`src/rtl/usb_ep_tx_sched.sv`:
```
// usb_ep_tx_sched: per-token IN scheduler steering NUM_EP show-ahead byte sources onto the controller TX port.
// Zero-length-packet termination of exact-multiple transfers is built only with `define USB_TX_ZLP_EN.
module usb_ep_tx_sched #(
    parameter int unsigned NUM_EP = 4,
    parameter int unsigned MPS_HS = 512,
    parameter int unsigned MPS_FS = 64
) (
    input  logic                   clk_i,
    input  logic                   reset_i,
    input  logic                   usb_usbrst_i,
    input  logic                   usb_highspeed_i,
    input  logic [3:0]             usb_endpt_i,
    input  logic                   usb_txact_i,
    input  logic                   usb_txpop_i,
    input  logic                   usb_txpktfin_i,
    output logic [7:0]             usb_txdat_o,
    output logic                   usb_txval_o,
    output logic [11:0]            usb_txdat_len_o,
    output logic                   usb_txcork_o,
    input  logic [8*NUM_EP-1:0]    src_dat_i,
    input  logic [12*NUM_EP-1:0]   src_level_i,
    input  logic [NUM_EP-1:0]      src_eot_i,
    output logic [NUM_EP-1:0]      src_pop_o,
    output logic [NUM_EP-1:0]      pkt_done_o,
    output logic [NUM_EP-1:0]      pkt_abort_o,
    output logic                   busy_o
);
    typedef enum logic [1:0] {ST_IDLE, ST_LOAD, ST_SEND, ST_FIN} state_t;

    localparam logic [11:0] MPS_HS_L = 12'(MPS_HS);
    localparam logic [11:0] MPS_FS_L = 12'(MPS_FS);

    state_t            state_q, state_d;
    logic [11:0]       cnt_q, cnt_d;
    logic [11:0]       len_q, len_d;
    logic              cork_q, cork_d;
    logic [3:0]        ep_q, ep_d;
    logic              txact_prev_q;
    logic [NUM_EP-1:0] done_q, done_d;
    logic [NUM_EP-1:0] abort_q, abort_d;

    logic [11:0]       mps;
    logic [11:0]       sel_level;
    logic              sel_eot, sel_valid;
    logic [11:0]       calc_len;
    logic              calc_cork;
    logic [NUM_EP-1:0] ep_hot;
    logic              txval, pop;
    logic [7:0]        txdat;

`ifdef USB_TX_ZLP_EN
    logic [NUM_EP-1:0] zlp_pend_q, zlp_pend_d;
    logic              is_zlp_q, is_zlp_d;
    logic              zlp_cand_q, zlp_cand_d;
    logic [NUM_EP-1:0] sel_hot;
    logic              sel_zlp;
`endif

    assign mps = usb_highspeed_i ? MPS_HS_L : MPS_FS_L;

    // Length/cork candidate for the endpoint currently addressed by the controller.
    always_comb begin
        sel_level = '0;
        sel_eot   = 1'b0;
        sel_valid = 1'b0;
`ifdef USB_TX_ZLP_EN
        sel_hot   = '0;
`endif
        for (int unsigned k = 0; k < NUM_EP; k++) begin
            if (usb_endpt_i == 4'(k + 1)) begin
                sel_level = src_level_i[12*k +: 12];
                sel_eot   = src_eot_i[k];
                sel_valid = 1'b1;
`ifdef USB_TX_ZLP_EN
                sel_hot[k] = 1'b1;
`endif
            end
        end
        calc_len  = (sel_level < mps) ? sel_level : mps;
        calc_cork = !sel_valid || (sel_level == '0) || ((sel_level < mps) && !sel_eot);
        if (!sel_valid) begin
            calc_len = '0;
        end
`ifdef USB_TX_ZLP_EN
        sel_zlp = |(sel_hot & zlp_pend_q);
        if (sel_zlp) begin
            calc_len  = '0;
            calc_cork = 1'b0;
        end
`endif
    end

    always_comb begin
        ep_hot = '0;
        txdat  = '0;
        for (int unsigned k = 0; k < NUM_EP; k++) begin
            if (ep_q == 4'(k + 1)) begin
                ep_hot[k] = 1'b1;
                txdat     = src_dat_i[8*k +: 8];
            end
        end
    end

    always_comb begin
        state_d = state_q;
        cnt_d   = cnt_q;
        len_d   = len_q;
        cork_d  = cork_q;
        ep_d    = ep_q;
        done_d  = '0;
        abort_d = '0;
        txval   = 1'b0;
        pop     = 1'b0;
`ifdef USB_TX_ZLP_EN
        zlp_pend_d = zlp_pend_q;
        is_zlp_d   = is_zlp_q;
        zlp_cand_d = zlp_cand_q;
`endif
        if (state_q == ST_SEND) begin
            txval = (cnt_q < len_q);
            pop   = usb_txpop_i && txval && !usb_usbrst_i;
        end

        if (usb_usbrst_i) begin
            state_d = ST_IDLE;
            cnt_d   = '0;
            len_d   = '0;
            cork_d  = 1'b0;
`ifdef USB_TX_ZLP_EN
            zlp_pend_d = '0;
`endif
        end else begin
            case (state_q)
                ST_IDLE: begin
                    cnt_d  = '0;
                    len_d  = calc_len;
                    cork_d = calc_cork;
                    if (usb_txact_i && !txact_prev_q) begin
                        ep_d    = usb_endpt_i;
                        state_d = ST_LOAD;
`ifdef USB_TX_ZLP_EN
                        is_zlp_d   = sel_zlp;
                        zlp_cand_d = sel_eot && (sel_level == mps) && (calc_len == mps);
`endif
                    end
                end
                default: begin
                    // Completion wins over a simultaneous txact fall; corked tokens never pulse.
                    if (usb_txpktfin_i) begin
                        state_d = ST_IDLE;
                        cnt_d   = '0;
                        if (!cork_q) begin
                            done_d = ep_hot;
`ifdef USB_TX_ZLP_EN
                            if (is_zlp_q) begin
                                zlp_pend_d = zlp_pend_q & ~ep_hot;
                            end else if (zlp_cand_q) begin
                                zlp_pend_d = zlp_pend_q | ep_hot;
                            end
`endif
                        end
                    end else if (!usb_txact_i) begin
                        state_d = ST_IDLE;
                        cnt_d   = '0;
                        if (!cork_q) begin
                            abort_d = ep_hot;
                        end
                    end else begin
                        case (state_q)
                            ST_LOAD: state_d = cork_q ? ST_FIN : ST_SEND;
                            ST_SEND: begin
                                if (pop) begin
                                    cnt_d = cnt_q + 12'd1;
                                end
                                if (cnt_q == len_q) begin
                                    state_d = ST_FIN;
                                end
                            end
                            default: state_d = state_q;
                        endcase
                    end
                end
            endcase
        end
    end

    always_ff @(posedge clk_i or posedge reset_i) begin
        if (reset_i) begin
            state_q      <= ST_IDLE;
            cnt_q        <= '0;
            len_q        <= '0;
            cork_q       <= 1'b0;
            ep_q         <= '0;
            txact_prev_q <= 1'b0;
            done_q       <= '0;
            abort_q      <= '0;
`ifdef USB_TX_ZLP_EN
            zlp_pend_q   <= '0;
            is_zlp_q     <= 1'b0;
            zlp_cand_q   <= 1'b0;
`endif
        end else begin
            state_q      <= state_d;
            cnt_q        <= cnt_d;
            len_q        <= len_d;
            cork_q       <= cork_d;
            ep_q         <= ep_d;
            txact_prev_q <= usb_txact_i;
            done_q       <= done_d;
            abort_q      <= abort_d;
`ifdef USB_TX_ZLP_EN
            zlp_pend_q   <= zlp_pend_d;
            is_zlp_q     <= is_zlp_d;
            zlp_cand_q   <= zlp_cand_d;
`endif
        end
    end

    assign usb_txdat_o     = (state_q == ST_SEND) ? txdat : '0;
    assign usb_txval_o     = txval;
    assign usb_txdat_len_o = len_q;
    assign usb_txcork_o    = cork_q;
    assign src_pop_o       = pop ? ep_hot : '0;
    assign pkt_done_o      = done_q;
    assign pkt_abort_o     = abort_q;
    assign busy_o          = (state_q != ST_IDLE);

endmodule

```
`config.mk`:
```
export PLATFORM = sky130hd
export DESIGN_NAME = usb_ep_tx_sched
export DESIGN_NICKNAME = d
export VERILOG_FILES = /design/src/rtl/usb_ep_tx_sched.sv
export SDC_FILE = /design/constraint.sdc
export NUM_CORES = 1
export LEC_CHECK = 0
export ABC_AREA = 1
export CAP_MARGIN = 10
export CORE_MARGIN = 5
export CORE_UTILIZATION = 47
export CTS_BUF_LIST = sky130_fd_sc_hd__clkbuf_4
export DETAILED_ROUTE_END_ITERATION = 16
export HOLD_SLACK_MARGIN = 0.02
export PLACE_DENSITY_LB_ADDON = 0.05
export SETUP_SLACK_MARGIN = 0.5
export SYNTH_ARGS = -nofsm -noshare
export SYNTH_HDL_FRONTEND = slang
export SYNTH_SLANG_ARGS = --single-unit
```
`constraint.sdc`:
```
create_clock -name clk_i -period 3.6 [get_ports clk_i]
set_clock_uncertainty 0.1 [all_clocks]
set_input_delay 0.54 -clock clk_i [delete_from_list [all_inputs] [get_ports clk_i]]
set_output_delay 0.54 -clock clk_i [all_outputs]
set_load 0.01 [all_outputs]
```
### After elaboration in Yosys (flattened, before gate mapping)

Cells that the tools add are included.

* register bits: 40
* input port bits: 95
* word-level logic and storage cells: 98

* add/subtract/negate cells: 1
* order comparisons: 2
* equality and inequality tests: 16
* muxes and demuxes: 53
* bitwise logic cells: 1
* reduce and logical (&&, ||, !) cells: 17

Operators with widths (number)
* 2-to-1 mux 12 bit: 14
* 2-to-1 mux 8 bit: 5
* 2-to-1 mux 4 bit: 9
* 2-to-1 mux 1 bit: 17
* equality test 4 x 2 -> 1 bit, second input constant: 4
* adder 12 x 1 -> 12 bit, second input constant: 1
* equality test 12 bit: 1
* logical NOT 12 bit: 1
* < comparator 12 x 10 -> 1 bit: 1
* < comparator 12 bit: 1
* 2-to-1 mux 2 bit: 6
* 2-to-1 mux 10 bit: 1
* != test 5 x 2 -> 1 bit, second input constant: 2
* equality test 4 x 1 -> 1 bit, second input constant: 2
* equality test 4 x 3 -> 1 bit, second input constant: 2
* != test 6 x 2 -> 1 bit, second input constant: 1
* != test 6 x 4 -> 1 bit, second input constant: 1
* AND reduction 3 bit: 2
* logical AND 1 bit: 4
* logical NOT 1 bit: 4
* case mux 2 bit (2 select lines): 1
* nonzero test 2 bit: 2
* != test 3 bit, second input constant: 1
* equality test 2 x 1 -> 1 bit, second input constant: 1
* 5 further kinds: 6

### Depth between registers and ports, before layout

Gate-level depths: netlist of run 1.

* word-level depth: 10
* gate-level depth with buffers: 14
* mapped depth without buffers: 14

### Worst setup path before layout of run 1

Ideal clock, no wire load.

* path type: flip-flop to output port
* from: register len_q[11], in the netlist usb_txdat_len_o[11]
* to: output src_pop_o[0]
* arrival: 1715 ps
* required time: 2960 ps
* setup slack: 1245 ps
* cell stages (with the launch flop): 9
* path buffers: 0
* cell sequence: dfrtp_1 -> inv_1 -> ha_1 -> nand2_1 -> nor2_1 -> nor3_1 -> and2_2 -> nand4_4 -> nor4_1

* longest elaborated chain between the ends: 5

Ends and longest elaborated chain
* start: declaration: line 35 `logic [11:0] len_q, len_d;`
* start signal: assignment: line 205 `len_q <= len_d;`
* < comparator 12 bit: line 120 `txval = (cnt_q < len_q);`
* logical AND 1 bit (2 in a row): line 121 `pop = usb_txpop_i && txval && !usb_usbrst_i;`
* 2-to-1 mux 1 bit: line 119 `if (state_q == ST_SEND) begin`
* 2-to-1 mux 4 bit: line 223 `assign src_pop_o = pop ? ep_hot : '0;`
* end: declaration: line 23 `output logic [NUM_EP-1:0] src_pop_o,`

Every way passes these cells.

### Final worst setup path of run 1

* from: register cnt_q[11]
* to: output usb_txval_o

* longest elaborated chain between the ends: 2

Ends and longest elaborated chain
* start: declaration: line 34 `logic [11:0] cnt_q, cnt_d;`
* start signal: assignment: line 204 `cnt_q <= cnt_d;`
* < comparator 12 bit: line 120
* 2-to-1 mux 1 bit: line 119
* end: declaration: line 17 `output logic usb_txval_o,`

Every way passes these cells.

==> results of run 1 <==
==> worst paths after layout <==
| path | from | endpoint | cells after the start |
|---|---|---|---|
| setup reg to reg | cnt_q[11]$_DFFE_PP0P_ | cnt_q[0]$_DFFE_PP0P_ | 10 |
| max in group asynchronous | reset_i | ep_q[0]$_DFFE_PP0P_ | 3 |
| min in group asynchronous | reset_i | usb_txdat_len_o[8]$_DFFE_PP0P_ | 3 |
| hold / removal | usb_txcork_o$_DFFE_PP0P_ | usb_txcork_o$_DFFE_PP0P_ | 2 |
| hold reg to reg | usb_txcork_o$_DFFE_PP0P_ | usb_txcork_o$_DFFE_PP0P_ | 2 |
| setup / recovery | cnt_q[11]$_DFFE_PP0P_ | usb_txval_o | 7 |
==> kinds of logic after synthesis <==
family	share of synthesized area [%]
buffers and inverters	8.10
and+or+nand+nor	42.1
AOI/OAI and AO/OA	10.0
xor gates and xnor gates	0.294
DFF	33.6
adders and majority gates	5.88
==> state kept, by name (all words and copies together), names as in the netlist <==
name             flops
pkt_done_o           4
cnt_q               12
txact_prev_q         1
usb_txdat_len_o     12
usb_txcork_o         1
state_q              2
ep_q                 4
pkt_abort_o          4
==> cells in the final DEF, fill, tap and decap left out, drive strengths merged <==
master         Yosys  layout
and2               1       1
nor4               2       2
nor3              12      12
xor2               1       1
o31ai              1       1
o21ai             30      30
o211ai             1       1
a41oi              1       1
o22ai              8       8
and3               1       1
inv               49      49
ha                14      14
clkinvlp           0       1
clkbuf             1       6
nand4             28      28
bufinv             0       1
dfrtp             40      40
buf                6      10
clkdlybuf4s50      0     125
a21oi             15      15
dlymetal6s2s       0       3
clkinv             3       4
nor2              50      50
nand3             63      63
nand2            104     104
or2                2       2
==> critical path: cells and delay by family (launching register included) <==
kind                     cells  cell delay (ns)
flip-flops                   1             0.43
adder cells (fa/ha/maj)      1             0.30
buffers and inverters        1             0.54
AND/OR/NAND/NOR              5             0.73
==> cell type report <==
class                      count  share of cell area [%]
timing repair buffer         139                    30.3
clock buffer                   5                   0.832
tap                           77                    2.14
multi-input combinational    334                    39.1
inverter                      52                    4.38
clock inverter                 3                   0.943
sequential                    40                    22.2
==> power by group through the flow <==
stage | Combinational [uW] | Clock (uW) | Sequential [uW]
floorplan | 193 | 0 | 494
global placement | 355 | 0 | 501
detailed placement | 361 | 0 | 501
CTS | 364 | 308 | 494
global route | 431 | 325 | 503
finish | 386 | 303 | 498
==> through the flow <==
| step | utilization, % | std cells | power, uW |
|---|---|---|---|
| 5_1_grt | 71.9 | 650 | 1260 |
| 6_report | 71.9 | 650 | 1190 |
| 4_1_cts | 70.8 | 645 | 1170 |
| 2_1_floorplan | - | 433 | 687 |
| 3_5_place_dp | 69.2 | 635 | 862 |
| 3_3_place_gp | 69.2 | 635 | 856 |
==> routing by layer <==
metal | GRT usage [%] | part of all wire, % | vias to the layer above
met1 | 30.8 | 41 | 1595
met2 | 42.6 | 49 | 130
li1 | - | - | 1751
met3 | 4.47 | 8.3 | 15
met5 | 0 | 0 | -
met4 | 5.68 | 1.5 | 0
==> timing repair <==
item | in CTS | in global routing
resized for setup | 4 | 11
pin swaps | 0 | 2
endpoints found under the setup margin | 11 | 13
cloned | 0 | 0
buffers inserted | 2 | 5
==> impl_metrics.env, run 1 <==
export IMPL_outcome="finished clean"
export IMPL_synth_area_mm2=0.00298
export IMPL_maximum_clock_insertion_buffer_count=2
export IMPL_switching_share_pct=32.8
export IMPL_global_route_overflow_total=0
export IMPL_first_pass_grt_wire_length_mm=15.4
export IMPL_vias=3491
export IMPL_dieWidth_um=89.7
export IMPL_layout_drive_gt1_share_pct=7.50
export IMPL_setup_slack_after_placement_ns=0.555
export IMPL_cellLeakagePower_uw=0.00199
export IMPL_drt_first_pass_iters=4
export IMPL_max_slew_worst_pin_slew_ns=0.550
export IMPL_maxCapViolCount=0
export IMPL_post_dp_cell_area_mm2=0.00435
export IMPL_crit_required_ns=2.96
export IMPL_vias_per_inst=5.37
export IMPL_drt_antenna_violating_nets=0
export IMPL_worstHoldPathType="reg -> reg"
export IMPL_post_synth_cell_area_avg_um2=6.89
export IMPL_layout_area_overhead_vs_synth_pct=51.3
export IMPL_cp_data_arrival_time_ns=2.35
export IMPL_maxSlewHeadroom_pct=63.3
export IMPL_synth_seq_area_share_pct=33.6
export IMPL_clock_network_fraction_of_total_power_pct=25.5
export IMPL_synth_cell_types=35
export IMPL_num_nets_final=681
export IMPL_final_max_tran_viols=0
export IMPL_boundaryPins=130
export IMPL_synth_top_cell_area_share_pct=33.6
export IMPL_r2r_slack_ns=1.46
export IMPL_synth_flop_cell="sky130_fd_sc_hd__dfrtp_1"
export IMPL_fin_crit_ns=2.99
export IMPL_cts_hold_buffers_added=0
export IMPL_synth_area_top_cells="sky130_fd_sc_hd__dfrtp_1 (34%), sky130_fd_sc_hd__nand2_1 (13%), sky130_fd_sc_hd__nand3_1 (10%), sky130_fd_sc_hd__inv_1 (6.0%), sky130_fd_sc_hd__ha_1 (5.9%)"
export IMPL_combinationalPowerShare_pct=32.5
export IMPL_first_global_vias=3384
export IMPL_setup_violations_final=0
export IMPL_cts_htree_levels=2
export IMPL_ys_warnings_count=0
export IMPL_setup_ws_ns=0.613
export IMPL_totalNegativeSetupSlack_ns=0
export IMPL_routed_wl_mm=9.64
export IMPL_insertion_delay_ns=0.35
export IMPL_path_clk_slew_ns=0.12
export IMPL_regArea_mm2=0.00100
export IMPL_final_worst_path_period_share_pct=83.0
export IMPL_fillers=530
export IMPL_grt_setup_unrepaired="no"
export IMPL_finalHoldViolations=0
export IMPL_postSynthRegisterBits=40
export IMPL_post_drt_wl_per_cell_um=14.8
export IMPL_synth_enable_flop_cells=0
export IMPL_worst_vdd_rail_ir_drop_mv=0.173
export IMPL_intPower_uw=797
export IMPL_grt_start_max_net_pins=41
export IMPL_crit_path_kind="reg -> out"
export IMPL_start_kind="flop"
export IMPL_initialDrtViolationCount=179
export IMPL_synthTopCellsByCount="sky130_fd_sc_hd__nand2_1 (100), sky130_fd_sc_hd__nand3_1 (62), sky130_fd_sc_hd__inv_1 (48)"
export IMPL_power_sequential_fraction_pct=41.9
export IMPL_cp_slowest_cell="sky130_fd_sc_hd__clkdlybuf4s50_1"
export IMPL_grt_util_all_layers_pct=24.2
export IMPL_cts_tree="built"
export IMPL_die_area_mm2=0.00804
export IMPL_drc=0
export IMPL_place_hpwl_mm=7.68
export IMPL_io_buffer_count=129
export IMPL_effective_utilization_at_floorplan_pct=47.5
export IMPL_clock_sinks=40
export IMPL_core_rowCount=29
export IMPL_syn_nets=542
export IMPL_multi_input_comb_area_mm2=0.00177
export IMPL_root_buffer="sky130_fd_sc_hd__clkbuf_4"
export IMPL_placeableCoreArea_mm2=0.00628
export IMPL_cts_made_buffers=5
export IMPL_yosysTopAreaCell="sky130_fd_sc_hd__dfrtp_1"
export IMPL_ys_async_sr_fraction_pct=100
export IMPL_final_area_mm2=0.00451
export IMPL_post_synth_inst_count=433
export IMPL_net_switching_power_uw=390
export IMPL_critical_path_cell_chain="ha_1 -> nand2_1 -> nor2_1 -> nor3_1 -> and2_2 -> and3_1 -> clkdlybuf4s50_1"
export IMPL_yosys_cell_count_top_type="sky130_fd_sc_hd__nand2_1"
export IMPL_holdWs_ns=0.421
export IMPL_critPathCaptureType="output port"
export IMPL_areal_power_density_over_the_cells_mw_per_mm2=263
export IMPL_antenna_diode_count=0
export IMPL_final_weighted_congestion_in_routability_driven_placement=0.831
export IMPL_critical_path_max_stage_delay_ns=0.54
export IMPL_die_h_um=89.7
export IMPL_number_of_antenna_violations_at_the_first_check_in_global_routing=0
export IMPL_max_freq_mhz=335
export IMPL_critical_path_peak_fanout=3
(Power assumes the default switching activity.)
==> inputs of run 2 (changes only) <==
--- a/config.mk
+++ b/config.mk
@@ -8,7 +8,7 @@
 export ABC_AREA = 1
 export CAP_MARGIN = 10
 export CORE_MARGIN = 5
-export CORE_UTILIZATION = 47
+export CORE_UTILIZATION = 44
 export CTS_BUF_LIST = sky130_fd_sc_hd__clkbuf_4
 export DETAILED_ROUTE_END_ITERATION = 16
 export HOLD_SLACK_MARGIN = 0.02
==> constraint.sdc (replaced) <==
create_clock -name clk_i -period 2.9 [get_ports clk_i]
set_clock_uncertainty 0.1 [all_clocks]
set_input_delay 0.435 -clock clk_i [delete_from_list [all_inputs] [get_ports clk_i]]
set_output_delay 0.435 -clock clk_i [all_outputs]
set_load 0.01 [all_outputs]
==> run 2 against run 1 <==
  * Via count up 6.3%
  * Sequential share of layout area down 1.6 points
  * Non-clock buffer count up 28
  * Power up 48%
==> impl_metrics.env, run 2 (synthesis results as in run 1) <==
export IMPL_crit_required_ns=2.37
export IMPL_die_h_um=92.3
export IMPL_max_freq_mhz=382
export IMPL_die_area_mm2=0.00852
export IMPL_grt_setup_unrepaired="yes"
export IMPL_clock_sinks=40
export IMPL_switching_share_pct=30.3
export IMPL_first_global_vias=3379
export IMPL_cellLeakagePower_uw=0.00219
export IMPL_final_worst_path_period_share_pct=90.2
export IMPL_global_route_overflow_total=0
export IMPL_post_place_cells=647
export IMPL_max_slew_worst_pin_slew_ns=0.506
export IMPL_critical_path_peak_fanout=5
export IMPL_dieWidth_um=92.3
export IMPL_grt_util_all_layers_pct=23.7
export IMPL_number_of_antenna_violations_at_the_first_check_in_global_routing=0
export IMPL_layout_drive_gt1_share_pct=18.6
export IMPL_post_dp_cell_area_mm2=0.00442
export IMPL_io_buffer_count=129
export IMPL_worstHoldPathType="in -> async"
export IMPL_routed_wl_mm=10.7
export IMPL_finalHoldViolations=0
export IMPL_final_weighted_congestion_in_routability_driven_placement=0.898
export IMPL_antenna_diode_count=0
export IMPL_totalNegativeSetupSlack_ns=0
export IMPL_grt_start_max_net_pins=41
export IMPL_layout_cells_most_common="sky130_fd_sc_hd__clkdlybuf4s50_1"
export IMPL_post_drt_wl_per_cell_um=15.7
export IMPL_cts_tree="built"
export IMPL_worst_vdd_rail_ir_drop_mv=0.387
export IMPL_design_power_total_uw=1750
export IMPL_finish_cell_count_without_fillers=681
export IMPL_fin_crit_ns=2.62
export IMPL_layout_area_overhead_vs_synth_pct=63.2
export IMPL_r2r_slack_ns=0.71
export IMPL_core_rowCount=30
export IMPL_setup_violations_final=0
export IMPL_drc=0
export IMPL_rr_endpoint="cnt_q[4]$_DFFE_PP0P_"
export IMPL_place_hpwl_mm=7.98
export IMPL_path_clk_slew_ns=0.13
export IMPL_maximum_clock_insertion_buffer_count=2
export IMPL_root_buffer="sky130_fd_sc_hd__clkbuf_4"
export IMPL_first_pass_grt_wire_length_mm=16.3
export IMPL_initialDrtViolationCount=201
export IMPL_cts_htree_levels=2
export IMPL_critPathCaptureType="output port"
export IMPL_effective_utilization_at_floorplan_pct=44.6
export IMPL_maxSlewHeadroom_pct=66.2
export IMPL_commonest_cells_after_routing_fill_and_taps_aside="sky130_fd_sc_hd__clkdlybuf4s50_1 (116), sky130_fd_sc_hd__nand2_1 (92), sky130_fd_sc_hd__nand3_1 (58)"
export IMPL_boundaryPins=130
export IMPL_cts_hold_buffers_added=0
export IMPL_start_kind="flop"
export IMPL_cts_made_buffers=5
export IMPL_maxCapViolCount=0
export IMPL_final_max_tran_viols=0
export IMPL_vias_per_inst=5.45
export IMPL_placeableCoreArea_mm2=0.00668
export IMPL_combinationalPowerShare_pct=33.7
export IMPL_clock_network_fraction_of_total_power_pct=31.9
export IMPL_crit_path_kind="reg -> out"
export IMPL_worstRegToRegCells=11
export IMPL_final_area_mm2=0.00487
export IMPL_intPower_uw=1220
export IMPL_vias=3711
export IMPL_drt_first_pass_iters=5
export IMPL_drt_antenna_violating_nets=0
export IMPL_areal_power_density_over_the_cells_mw_per_mm2=360
export IMPL_timing_rr_start="usb_txdat_len_o[7]$_DFFE_PP0P_"
export IMPL_cp_data_arrival_time_ns=2.08
export IMPL_power_sequential_fraction_pct=34.3
export IMPL_insertion_delay_ns=0.36
export IMPL_net_switching_power_uw=530
export IMPL_outcome="finished clean"
export IMPL_num_nets_final=709
run 2: cell count changes in the layout (fill, tap and decap cells not counted), moves of 5 or more:
cell / previous run / this run
sky130_fd_sc_hd__buf_4: 10 / 36
sky130_fd_sc_hd__buf_2: 0 / 12
sky130_fd_sc_hd__clkdlybuf4s50_1: 125 / 116
sky130_fd_sc_hd__nand2_1: 100 / 92
sky130_fd_sc_hd__o21ai_0: 28 / 20
sky130_fd_sc_hd__o21ai_1: 2 / 9
sky130_fd_sc_hd__nand2_2: 2 / 7
run 2: power groups by stage:
stage	combinational, uW	clock (uW)	sequential, uW
global placement	475	0	613
global route	644	590	606
detailed placement	480	0	614
floorplan	240	0	613
CTS	511	560	601
finish	590	559	602
run 2: per-layer routing:
metal | up-vias | GRT usage [%] | part of all wire, %
met5 | - | 0 | 0
met4 | 0 | 7.55 | 2.1
met3 | 21 | 4.55 | 7.7
met2 | 168 | 39.3 | 49
met1 | 1720 | 31.2 | 42
li1 | 1802 | - | -
run 2: worst max-delay path: stages, from the launching register on:
cell and delay (ns):
sky130_fd_sc_hd__dfrtp_1 0.40, sky130_fd_sc_hd__inv_1 0.08, sky130_fd_sc_hd__ha_1 0.31, sky130_fd_sc_hd__a21oi_1 0.14
sky130_fd_sc_hd__o21ai_1 0.10, sky130_fd_sc_hd__nand2_2 0.10, sky130_fd_sc_hd__nand4_4 0.16, sky130_fd_sc_hd__nor4_2 0.24
sky130_fd_sc_hd__buf_2 0.17
run 2: what timing repair did:
action                                  in CTS  in global routing
gates cloned                                 0                  0
setup buffers                                8                 18
pin swaps                                    7                 20
endpoints found under the setup margin      13                 15
gates resized for setup                     61                 47
hold endpoints to repair                     0                  0
run 2: area by class of cell:
cell class              count  area, um^2
well taps                  80         100
inverters                  52         198
flip-flops and latches     40        1000
repair buffers            167        1530
multi-input cells         334        1910
clock buffers               5        37.5
clock inverters             3        90.1
fillers                   543        1820
run 2: worst max-delay path by stage:
stage	from	to	slack, ns	cells after the start
floorplan	usb_txdat_len_o[11]$_DFFE_PP0P_	src_pop_o[0]	0.65	8
global placement	usb_txpop_i	src_pop_o[1]	0.28	6
detailed placement	usb_txpop_i	src_pop_o[1]	0.24	6
CTS	cnt_q[10]$_DFFE_PP0P_	src_pop_o[0]	0.33	8
global route	usb_txdat_len_o[3]$_DFFE_PP0P_	src_pop_o[0]	0.14	8
finish	usb_txdat_len_o[7]$_DFFE_PP0P_	src_pop_o[0]	0.28	8
run 2: through the flow:
step                      setup WS, ns  hold slack (ns)  util [%]
after global routing             0.142            0.457      72.8
after global placement           0.276            0.405      66.1
after detailed placement         0.242            0.410      66.1
after CTS                        0.330            0.407      69.4
after floorplan                  0.650            0.366         -
final                            0.284            0.390      72.8
